===== src/rtl/regfile_pkg.sv =====
// Shared constants and types for the register-file write-port controller.
package regfile_pkg;

  // Datapath geometry of the 32x32 register file
  localparam int XLEN  = 32;
  localparam int AW    = 5;
  localparam int NREGS = 32;

  // Width of the requester index / round-robin pointer (covers up to 4 requesters)
  localparam int GIW = 2;

  // Controller operating state
  typedef enum logic [0:0] {
    ST_INIT = 1'b0,
    ST_RUN  = 1'b1
  } state_t;

  // Requester slots on the shared write port
  localparam int REQ_ALU = 0;
  localparam int REQ_LSU = 1;
  localparam int REQ_DBG = 2;

endpackage


===== src/rtl/regfile_wr_arbiter_rr_arbiter.sv =====
// Purely combinational round-robin arbiter: searches upward from ptr,
// wrapping modulo NREQ, and grants the first valid requester.
module rr_arbiter
  import regfile_pkg::*;
#(
  parameter int NREQ = 3
) (
  input  logic [NREQ-1:0] valid,
  input  logic [GIW-1:0]  ptr,
  output logic [NREQ-1:0] grant,
  output logic [GIW-1:0]  grant_idx,
  output logic            any
);

  logic [NREQ-1:0] grant_s;
  logic [GIW-1:0]  idx_s;
  logic            found_s;

  // Priority search: offset k from the pointer is examined before offset k+1
  always_comb begin
    grant_s = '0;
    idx_s   = '0;
    found_s = 1'b0;
    for (int k = 0; k < NREQ; k++) begin
      for (int i = 0; i < NREQ; i++) begin
        if (!found_s && valid[i] && (i == ((int'(ptr) + k) % NREQ))) begin
          found_s    = 1'b1;
          grant_s[i] = 1'b1;
          idx_s      = GIW'(i);
        end else begin
          found_s = found_s;
        end
      end
    end
  end

  assign grant     = grant_s;
  assign grant_idx = idx_s;
  assign any       = found_s;

endmodule


===== src/rtl/regfile_wr_arbiter.sv =====
// Write-port controller for the three-port register file: scrubs x1..x31
// after reset, then shares WE3/A3/WD3 among NREQ requesters round-robin.
module regfile_wr_arbiter
  import regfile_pkg::*;
#(
  parameter int XLEN  = regfile_pkg::XLEN,
  parameter int AW    = regfile_pkg::AW,
  parameter int NREQ  = 3,
  parameter int SCRUB = 1
) (
  input  logic                 clk,
  input  logic                 rst,
  input  logic [NREQ-1:0]      req_valid,
  input  logic [NREQ*AW-1:0]   req_addr,
  input  logic [NREQ*XLEN-1:0] req_data,
  output logic [NREQ-1:0]      req_ready,
  output logic                 WE3,
  output logic [AW-1:0]        A3,
  output logic [XLEN-1:0]      WD3,
  output logic                 init_done,
  output logic [1:0]           grant_id
);

  // Highest register address; the scrub counter wraps to 0 after it
  localparam logic [AW-1:0] LAST_ADDR = {AW{1'b1}};

  state_t          state_r;
  logic [GIW-1:0]  ptr_r;
  logic [AW-1:0]   cnt_r;
  logic            we3_r;
  logic [AW-1:0]   a3_r;
  logic [XLEN-1:0] wd3_r;
  logic            init_done_r;
  logic [GIW-1:0]  grant_id_r;

  logic [NREQ-1:0] arb_valid_s;
  logic [NREQ-1:0] grant_s;
  logic [GIW-1:0]  gidx_s;
  logic            any_s;
  logic [AW-1:0]   sel_addr_s;
  logic [XLEN-1:0] sel_data_s;
  logic [GIW-1:0]  ptr_nxt_s;

  // Requests are invisible to the arbiter until the scrub has completed
  always_comb begin
    if (state_r == ST_RUN) begin
      arb_valid_s = req_valid;
    end else begin
      arb_valid_s = '0;
    end
  end

  rr_arbiter #(
    .NREQ (NREQ)
  ) u_arb (
    .valid     (arb_valid_s),
    .ptr       (ptr_r),
    .grant     (grant_s),
    .grant_idx (gidx_s),
    .any       (any_s)
  );

  // Select the granted requester's address and data slices
  always_comb begin
    sel_addr_s = '0;
    sel_data_s = '0;
    for (int i = 0; i < NREQ; i++) begin
      if (grant_s[i]) begin
        sel_addr_s = req_addr[i*AW +: AW];
        sel_data_s = req_data[i*XLEN +: XLEN];
      end else begin
        sel_addr_s = sel_addr_s;
      end
    end
  end

  // Pointer moves one past the winner so it gets lowest priority next time
  always_comb begin
    if (gidx_s == GIW'(NREQ - 1)) begin
      ptr_nxt_s = '0;
    end else begin
      ptr_nxt_s = gidx_s + GIW'(1);
    end
  end

  // State, scrub counter, pointer and registered write-port outputs
  always_ff @(posedge clk) begin
    if (!rst) begin
      state_r     <= ST_INIT;
      ptr_r       <= '0;
      cnt_r       <= AW'(1);
      we3_r       <= 1'b0;
      a3_r        <= '0;
      wd3_r       <= '0;
      init_done_r <= 1'b0;
      grant_id_r  <= '0;
    end else begin
      case (state_r)
        ST_INIT: begin
          if (SCRUB != 0) begin
            if (cnt_r == '0) begin
              // Counter wrapped past the last address: scrub finished
              we3_r       <= 1'b0;
              init_done_r <= 1'b1;
              state_r     <= ST_RUN;
            end else begin
              we3_r <= 1'b1;
              a3_r  <= cnt_r;
              wd3_r <= '0;
              if (cnt_r == LAST_ADDR) begin
                cnt_r <= '0;
              end else begin
                cnt_r <= cnt_r + AW'(1);
              end
            end
          end else begin
            we3_r       <= 1'b0;
            init_done_r <= 1'b1;
            state_r     <= ST_RUN;
          end
        end
        ST_RUN: begin
          if (any_s) begin
            // x0 is hardwired zero: accept the request but suppress the write
            we3_r      <= (sel_addr_s != '0);
            a3_r       <= sel_addr_s;
            wd3_r      <= sel_data_s;
            grant_id_r <= gidx_s;
            ptr_r      <= ptr_nxt_s;
          end else begin
            we3_r <= 1'b0;
          end
        end
        default: begin
          state_r <= ST_INIT;
          we3_r   <= 1'b0;
        end
      endcase
    end
  end

  assign req_ready = grant_s;
  assign WE3       = we3_r;
  assign A3        = a3_r;
  assign WD3       = wd3_r;
  assign init_done = init_done_r;
  assign grant_id  = 2'(grant_id_r);

endmodule

===== config.mk =====
export PLATFORM = sky130hd
export DESIGN_NAME = regfile_wr_arbiter
export DESIGN_NICKNAME = d
export VERILOG_FILES = /design/src/rtl/regfile_pkg.sv /design/src/rtl/regfile_wr_arbiter_rr_arbiter.sv /design/src/rtl/regfile_wr_arbiter.sv
export SDC_FILE = /design/constraint.sdc
export NUM_CORES = 1
export LEC_CHECK = 0
export BUFFER_PORTS_ARGS = -buffer_cell sky130_fd_sc_hd__buf_2
export CAP_MARGIN = 20
export CORE_MARGIN = 8
export CORE_UTILIZATION = 45
export DETAILED_ROUTE_END_ITERATION = 10
export PLACE_DENSITY = 0.82
export SLEW_MARGIN = 15
export SYNTH_ARGS = -nofsm -noshare
export SYNTH_HDL_FRONTEND = slang
export SYNTH_HIERARCHICAL = 1
export SYNTH_SLANG_ARGS = --single-unit
export TNS_END_PERCENT = 10

===== constraint.sdc =====
create_clock -name clk -period 5.25 [get_ports clk]
set_input_delay 0.525 -clock clk [delete_from_list [all_inputs] [get_ports clk]]
set_output_delay 0.525 -clock clk [all_outputs]
set_load 0.02 [all_outputs]

==> results of run 1 <==
-- per-stage QoR --
step | setup WS (ps) | cells | hold WS (ps) | util [%] | instance area [um^2]
global placement | 2002 | 527 | 450.4 | 59.32 | 3471
global route | 1764 | 536 | 490.9 | 61.68 | 3608
finish | 2090 | 536 | 461.4 | 61.68 | 3608
floorplan | 2408 | 321 | 498.5 | - | 2699
detailed placement | 2061 | 527 | 455.0 | 59.41 | 3476
CTS | 2039 | 535 | 467.6 | 61.33 | 3588
-- synthesized netlist by cell type, types with 6 or more instances --
master,count,share of area [%]
o21ai_0,32,5.9
a221oi_1,7,2.3
o32ai_1,9,2.9
dfxtp_1,49,36
nor2_1,6,0.83
a21oi_1,17,3.2
nor2b_1,17,3.9
clkbuf_1,20,2.8
a22o_1,25,8.1
and2_1,12,2.8
inv_1,13,1.8
a22oi_1,25,7.0
nand2_1,34,4.7
-- power breakdown --
group,internal [uW],total (uW),leakage (uW),switching [uW]
Combinational,223,580,0.00117,356
Clock,143,274,0.0000585,131
Sequential,418,463,0.000397,45.4
-- worst max path at each step --
| stage | depth (start not counted) | to | start | slack [ps] |
|---|---|---|---|---|
| 3_3_place_gp | 7 | WD3[3] | state_r | 2000 |
| 6_report | 6 | WD3[11] | state_r | 2090 |
| 5_1_grt | 6 | WD3[8] | state_r | 1760 |
| 4_1_cts | 3 | req_ready[2] | state_r | 2040 |
| 2_1_floorplan | 12 | WD3[30] | state_r | 2410 |
| 3_5_place_dp | 7 | WD3[17] | req_valid[2] | 2060 |
-- critical path, cell delays in order, from the launching register on --
cell and delay [ps]:
dfxtp_1 530, and2_1 290, o32a_1 400, nand2_1 480
o21ai_4 290, nor2b_2 840, a22o_1 270
-- final cells by class --
cell class                      count  area (um^2)
Inverter                           13        48.80
Sequential cell                    49        980.9
Clock buffer                        5        68.82
Tap cell                           75        93.84
Timing Repair Buffer              161        823.3
Clock inverter                      3        43.79
Fill cell                         537         2242
Multi-Input combinational cell    230         1549
-- registers in the layout, summed over array words and instances, names as in the netlist --
name       flops
WD3           32
A3             5
state_r        1
init_done      1
cnt_r          5
grant_id       2
ptr_r          2
WE3            1
-- kinds of logic (layout without fill, tap and decap cells) --
kind of cell,count (synthesis),in the layout,synth area share (%)
xor+xnor,1,1,0.3246
simple gates,92,92,18.41
compound gates,128,128,33.84
mux,4,4,1.484
flops,49,49,36.35
buf+inv,42,182,7.279
fa+ha+maj,5,5,2.318
-- layer usage --
| layer | vias up | track usage (%) |
|---|---|---|
| met1 | 1337 | 22.77 |
| met3 | 11 | 5.689 |
| met5 | - | 0 |
| li1 | 1454 | - |
| met2 | 105 | 33.84 |
| met4 | 0 | 5.772 |
==> summary.txt, run 1 <==
Routing
  – Drt pass-1 iters: 4
  – Met1 wire length: 3690 um
  – Final ANT Viol Nets: 0
  – DR iter-0 viols: 165
  – DR WL met2: 4500 um
  – DR top layer: met4
  – Routed len/inst: 16.75 um
  – DRC Markers: 0
  – Total number of vias: 2,907
  – DR vias/cell: 5.424
  – Met3 WL post-DR: 635 um
  – Overall routed net length: 8977 um

Die
  – Die footprint: 8732 um^2
  – Rows: 28
  – Initial core utilization: 46.13%
  – Core area: 5851 um^2
  – Die width: 93.45 um
  – Ports: 160
  – Die Y: 93.45 um

Place
  – Placer Congestion: 0.8155
  – Port Buffer Count: 159
  – HPWL Detailed: 6910 um

Clock network
  – Clk Latency, worst-skew pair: 310 ps
  – Post-CTS Setup Bufs: 0
  – Cts hold-fix bufs: 0
  – Htree depth: 2
  – Clock buffer depth: 2
  – Number of gates resized after CTS: 0
  – Clk sinks: 49
  – CTS tree: yes
  – CTS Buf Count: 5
  – Root buffer cell: clkbuf_8
  – Clock edge transition at the registers on the reported setup and hold paths: 90 ps

Timing
  – Final setup viols: 0
  – Slew headroom: 33.88%
  – Slew @ Worst Pin: 987.3 ps
  – Skew final: 7.150 ps
  – Final Cycle Share: 60.19%
  – Final Hold Vio Count: 0
  – Maximum clock frequency: 316.5 MHz
  – Setup TNS: 0 ps
  – Max Transition Viols Final: 0
  – RSZ-0062 raised after global routing: no
  – Crit path time final: 3160 ps

Finish
  – Area grow syn2layout: 33.70%
  – Nets: 581
  – Layout cells sized above 1: 38.18%
  – # diodes: 0
  – Most common cell after layout, fill and taps aside: buf_2
  – Most frequent cells in the layout: buf_2 (159), dfxtp_1 (49), nand2_1 (34)

Synth
  – Synthesis Warnings: 6
  – Post-Synthesis Cell Area: 2699 um^2
  – Yosys cell types: 40
  – Post-synth EDFFs: 0
  – Cell count after synthesis: 321
  – Post-synthesis async set-or-reset flop share: 0%
  – Mapped Nets: 442
  – Synthesis-stage register bit count: 49
  – Top FF cell, synth: dfxtp_1
  – Post-synthesis sequential area ratio: 36.35%
  – Avg Inst Size Synth: 8.408 um^2

Critical path
  – Worst setup EP type: flop
  – Startpoint types: flop
  – Worst Path Max Fanout: 25
  – Crit path DAT: 3410 ps
  – RR Startpoint: state_r
  – Critical path class: reg -> reg
  – Worst R2R End: WD3[11]
  – Reg2reg setup slack: 2090 ps
  – Data required time at the worst endpoint: 5500 ps
  – R2R depth: 6

Pwr
  – PD cells: 364.8 nW/um^2
  – Total power: 1316 uW
  – Worst vdd ir: 195.6 uV
  – Leak: 0.001621 uW

Job
  – Max_cap viols: 0

GRT
  – Largest net degree at the start of global routing: 76
  – Initial antenna violation count: 0
  – GRT Residual Overflow: 0
  – Vias in the first global route: 2,899
  – Tot GR Track Use: 19.59%
  – First-pass GRT wire length: 13,790 um

Outcome
  – Status: finished clean

Worst hold path
  – Hold Path Class: reg -> reg
  – Hold EP: grant_id[1]
  – Hold Path Depth: 2
  – Hold Crit Start: grant_id[1]
Note: power is estimated with default switching activity, not from simulation.
==> run 2, diff against run 1 <==
Settings changed: CORE_UTILIZATION 45 to 40, PLACE_DENSITY 0.82 to 0.78.
Clock period 5.25 ns to 2.85 ns, I/O delays scaled along.
==> run 2 against run 1 <==
Effect of this change:
- worst hold slack worse by 170 ps
- register-to-register slack worse by 1700 ps
- first-iteration DRC count down 14%
- clock power increased by 70%
- global-route usage decreased by 1.3 points
- critical path type is now reg -> out
- count of clock-buffer cells in the layout up 2
- critical endpoint is now req_ready[2]
- non-clock buffer count grew 6
- worst setup slack worse by 1800 ps
- routed wire length grew 2.1%
- core utilization fell by 6.7 points
- largest power group unchanged
==> summary.txt, run 2 (same netlist as run 1, synthesis figures left out) <==
Outcome
  – Status: finished clean

Timing
  – Final hold slack: 295.1 ps
  – Skew final: 8.863 ps
  – Final setup margin: 251.7 ps
  – Maximum clock frequency: 384.9 MHz
  – Max Transition Viols Final: 0
  – RSZ-0062 raised after global routing: no
  – Slew headroom: 37.42%
  – Final Cycle Share: 91.17%
  – Final setup viols: 0
  – Crit path time final: 2598 ps
  – Slew @ Worst Pin: 938.8 ps
  – Final Hold Vio Count: 0
  – Setup TNS: 0 ps

Routing
  – DRC Markers: 0
  – Total number of vias: 2,980
  – Final ANT Viol Nets: 0
  – DR vias/cell: 5.448
  – Overall routed net length: 9168 um
  – Drt pass-1 iters: 4
  – Routed len/inst: 16.76 um
  – DR iter-0 viols: 142

Critical path
  – Bufs and invs on worst path: 3
  – Worst R2R End: WD3[22]
  – Critical path class: reg -> out
  – Reg2reg setup slack: 420 ps
  – Worst setup EP type: output port
  – Crit path cell chain: inv_1 > ha_1 > o21ba_2 > o2111a_2 > buf_6 > buf_2
  – Setup crit start: ptr_r[0]
  – Startpoint types: flop
  – Data required time at the worst endpoint: 2570 ps
  – Worst Path Max Fanout: 49
  – CP max stage cell: o2111a_2
  – Worst Setup EP: req_ready[2]
  – Total stage count of the critical path: 6
  – Largest stage delay on the critical path: 480 ps
  – Critical path's top delay family: compound AO/OA/AOI/OAI gates
  – RR Startpoint: ptr_r[0]
  – Crit path DAT: 2310 ps
  – R2R depth: 9

Clock network
  – CTS tree: yes
  – Root buffer cell: clkbuf_8
  – Clk Latency, worst-skew pair: 300 ps
  – Htree depth: 2
  – Clk sinks: 49
  – CTS Buf Count: 5
  – Clock edge transition at the registers on the reported setup and hold paths: 90 ps
  – Clock buffer depth: 2

Die
  – Ports: 160
  – Die Y: 98.14 um
  – Core area: 6644 um^2
  – Die width: 98.14 um
  – Die footprint: 9631 um^2
  – Rows: 30
  – Initial core utilization: 40.62%

Pwr
  – Worst vdd ir: 415.1 uV
  – Leak: 0.001648 uW
  – Total power: 2433 uW
  – PD cells: 666.4 nW/um^2

GRT
  – Largest net degree at the start of global routing: 50
  – GRT Residual Overflow: 0
  – Vias in the first global route: 2,999
  – First-pass GRT wire length: 14,630 um
  – Tot GR Track Use: 18.27%
  – Initial antenna violation count: 0

Finish
  – Fillers: 629
  – Register area: 980.9 um^2
  – Layout cells sized above 1: 38.97%
  – Most frequent cells in the layout: buf_2 (159), dfxtp_1 (49), nand2_1 (34)
  – # diodes: 0
  – Area grow syn2layout: 35.28%
  – Max reg flops: 32
  – Area of the multi-input gates: 1544 um^2
  – Most common cell after layout, fill and taps aside: buf_2
  – Final core occ: 54.95%
  – Nets: 587

Place
  – HPWL Detailed: 6965 um
  – Placer Congestion: 0.9152
  – Post-Place Setup Slack: 436.1 ps
  – Port Buffer Count: 159

Job
  – Max_cap viols: 0

Worst hold path
  – Hold Path Class: in -> reg
run 2: cell types whose count changed in the layout (fill, tap and decap cells not counted), sizes merged:
cell,before,now
buf,161,167
clkbuf,5,7
clkinv,1,0
bufinv,1,0
run 2: worst min-delay path by stage:
| stage | from | endpoint | slack (ps) | depth (start not counted) |
|---|---|---|---|---|
| global placement | grant_id[1] | grant_id[1] | 450 | 2 |
| finish | req_data[74] | WD3[10] | 300 | 4 |
| CTS | req_data[74] | WD3[10] | 280 | 4 |
| floorplan | rst | cnt_r[3] | 430 | 2 |
| global route | req_data[74] | WD3[10] | 300 | 4 |
| detailed placement | init_done | init_done | 450 | 1 |
run 2: through the flow:
stage / instances / area (um^2)
floorplan: 321 / 2699
global placement: 539 / 3542
detailed placement: 539 / 3542
CTS: 547 / 3647
global route: 547 / 3651
finish: 547 / 3651
run 2: cell type report:
type | instances | area share, %
inverters | 13 | 1.337
clock buffers | 7 | 2.639
flip-flops and latches | 49 | 26.87
well taps | 80 | 2.742
clock inverters | 1 | 0.2399
repair buffers | 167 | 23.89
multi-input cells | 230 | 42.29
run 2: what timing repair did:
item / in CTS / in global routing
hold buffers: 0 / 0
resized for setup: 0 / 1
setup buffers: 0 / 0
setup endpoints to repair: 0 / 1
run 2: routing by layer:
layer | vias to the layer above | track usage [%] | wire, um
met4 | 0 | 5.667 | 107
met2 | 122 | 31.61 | 4557
met3 | 6 | 5.334 | 663
li1 | 1470 | - | -
met1 | 1382 | 21.16 | 3840
met5 | - | 0 | 0
run 2: worst min-delay path, stage by stage:
cell and delay, ps:
buf_2 70, nand2_1 40, o21ai_0 60, a22o_1 110
run 2: power by group:
group,internal (uW),switching (uW)
sequential,769,55.0
combinational,444,698
clock,225,242
==> run 3, diff against run 2 <==
Settings changed: SETUP_SLACK_MARGIN from default to 0.3.
==> run 3 against run 2 <==
Effect of this change:
- core utilization is 0.38 points lower
- final cell count unchanged
- highest routed layer unchanged
- routed wire length increased by 2.6%
- critical endpoint unchanged
==> summary.txt, run 3 (same netlist as run 1, synthesis figures left out) <==
Outcome
  – Status: finished clean

Critical path
  – Worst setup EP type: output port
  – Crit path DAT: 2280 ps
  – Crit path cell chain: inv_1 > ha_1 > o21ba_2 > o2111a_2 > buf_6 > buf_2
  – Critical path class: reg -> out
  – Critical path's top delay family: compound AO/OA/AOI/OAI gates
  – Largest stage delay on the critical path: 420 ps
  – Startpoint types: flop
  – Worst Path Max Fanout: 43
  – Data required time at the worst endpoint: 2570 ps
  – Bufs and invs on worst path: 3
  – CP max stage cell: o2111a_2

Routing
  – DR iter-0 viols: 166
  – DR vias/cell: 5.486
  – Total number of vias: 3,001
  – Drt pass-1 iters: 4
  – DRC Markers: 0
  – Routed len/inst: 17.19 um
  – Final ANT Viol Nets: 0
  – Overall routed net length: 9402 um

Die
  – Core area: 6644 um^2
  – Ports: 160
  – Rows: 30
  – Die footprint: 9631 um^2
  – Die width: 98.14 um
  – Die Y: 98.14 um
  – Initial core utilization: 40.62%

Clock network
  – CTS tree: yes
  – Htree depth: 2
  – CTS Buf Count: 5
  – Clock edge transition at the registers on the reported setup and hold paths: 90 ps
  – Cts hold-fix bufs: 0
  – Clk Latency, worst-skew pair: 300 ps
  – Clock buffer depth: 2
  – Root buffer cell: clkbuf_8
  – Clk sinks: 49
  – Post-CTS Setup Bufs: 0

Timing
  – Final Cycle Share: 89.95%
  – Slew @ Worst Pin: 921.9 ps
  – Final hold slack: 300.0 ps
  – Final Hold Vio Count: 0
  – RSZ-0062 raised after global routing: yes
  – Max Transition Viols Final: 0
  – Maximum clock frequency: 390.1 MHz
  – Setup TNS: 0 ps
  – Final setup viols: 0
  – Crit path time final: 2563 ps
  – Skew final: 5.415 ps
  – Slew headroom: 38.54%

Finish
  – Nets: 587
  – Area of the multi-input gates: 1560 um^2
  – Area grow syn2layout: 34.35%
  – Most frequent cells in the layout: buf_2 (159), dfxtp_1 (49), nand2_1 (34)
  – Max reg flops: 32
  – Register area: 980.9 um^2
  – Most common cell after layout, fill and taps aside: buf_2
  – # diodes: 0
  – Layout cells sized above 1: 38.33%
  – Layout Cells excl Fill: 547
  – Final instance area: 3626 um^2
  – Fillers: 619

Pwr
  – Proportion of power drawn by the clock network: 17.0%
  – Total power: 2373 uW
  – Seq pwr share: 34.9%
  – NetSw: 998.3 uW
  – Leak: 0.001626 uW
  – PD cells: 654.3 nW/um^2
  – Worst vdd ir: 297.8 uV
  – Comb pwr share: 48.1%
  – Switch share: 42.08%
  – Int Pwr: 1374 uW

Place
  – Placer Congestion: 0.8309
  – HPWL Detailed: 7023 um
  – Port Buffer Count: 159
  – Area post-placement: 3522 um^2
  – Placed cells: 538

GRT
  – Initial antenna violation count: 0
  – Tot GR Track Use: 19.04%
  – Vias in the first global route: 3,077
  – First-pass GRT wire length: 15,090 um
  – GRT Residual Overflow: 0
  – Largest net degree at the start of global routing: 44

Job
  – Max_cap viols: 0

Worst hold path
  – Hold Path Class: in -> reg
## run 3: cell count changes in the layout (fill, tap and decap cells not counted), sizes merged
cell and change:
clkinvlp +1, o2111a +1, buf -1, inv -1
## run 3: stage by stage
step	util, %	worst slack (ps)
6_report	54.58	286.5
5_1_grt	54.58	133.1
4_1_cts	54.50	300.8
3_5_place_dp	53.01	411.1
3_3_place_gp	53.01	484.3
2_1_floorplan	-	309.2
## run 3: what timing repair did
item | 4_1_cts | 5_1_grt
hold endpoints to repair | 0 | 0
gates resized for setup | 1 | 1
setup endpoints to repair | 1 | 28
gates cloned | 1 | 0
## run 3: layer usage
layer	track usage (%)	vias up	part of all wire, %
li1	-	1470	-
met1	22.98	1398	43
met2	32.30	122	49
met3	4.836	11	6.5
met4	5.903	0	1.3
met5	0	-	0
## run 3: cell type report
cell class,instances,area share (%)
clock buffers,7,2.105
clock inverters,1,0.2070
inverters,13,1.346
multi-input cells,231,43.03
flip-flops and latches,49,27.05
well taps,80,2.761
repair buffers,166,23.50
## run 3: final timing paths
path | to | startpoint | depth (start not counted) | slack, ps
max | req_ready[2] | ptr_r[0] | 6 | 290
max reg2reg | A3[0] | ptr_r[0] | 9 | 340
min reg2reg | grant_id[1] | grant_id[1] | 2 | 470
min | WD3[22] | req_data[86] | 4 | 300
## run 3: power groups by stage
stage                     Sequential (uW)  Combinational (uW)  Clock (uW)
after floorplan                       903                 763           0
after global placement                840                1090           0
after detailed placement              841                1120           0
after CTS                             825                1130         417
after global routing                  838                1260         444
final                                 827                1140         404
## run 3: worst min-delay path, stage by stage
cell	delay, ps
buf_2	80
nand2_1	40
o21ai_0	60
a22o_1	120
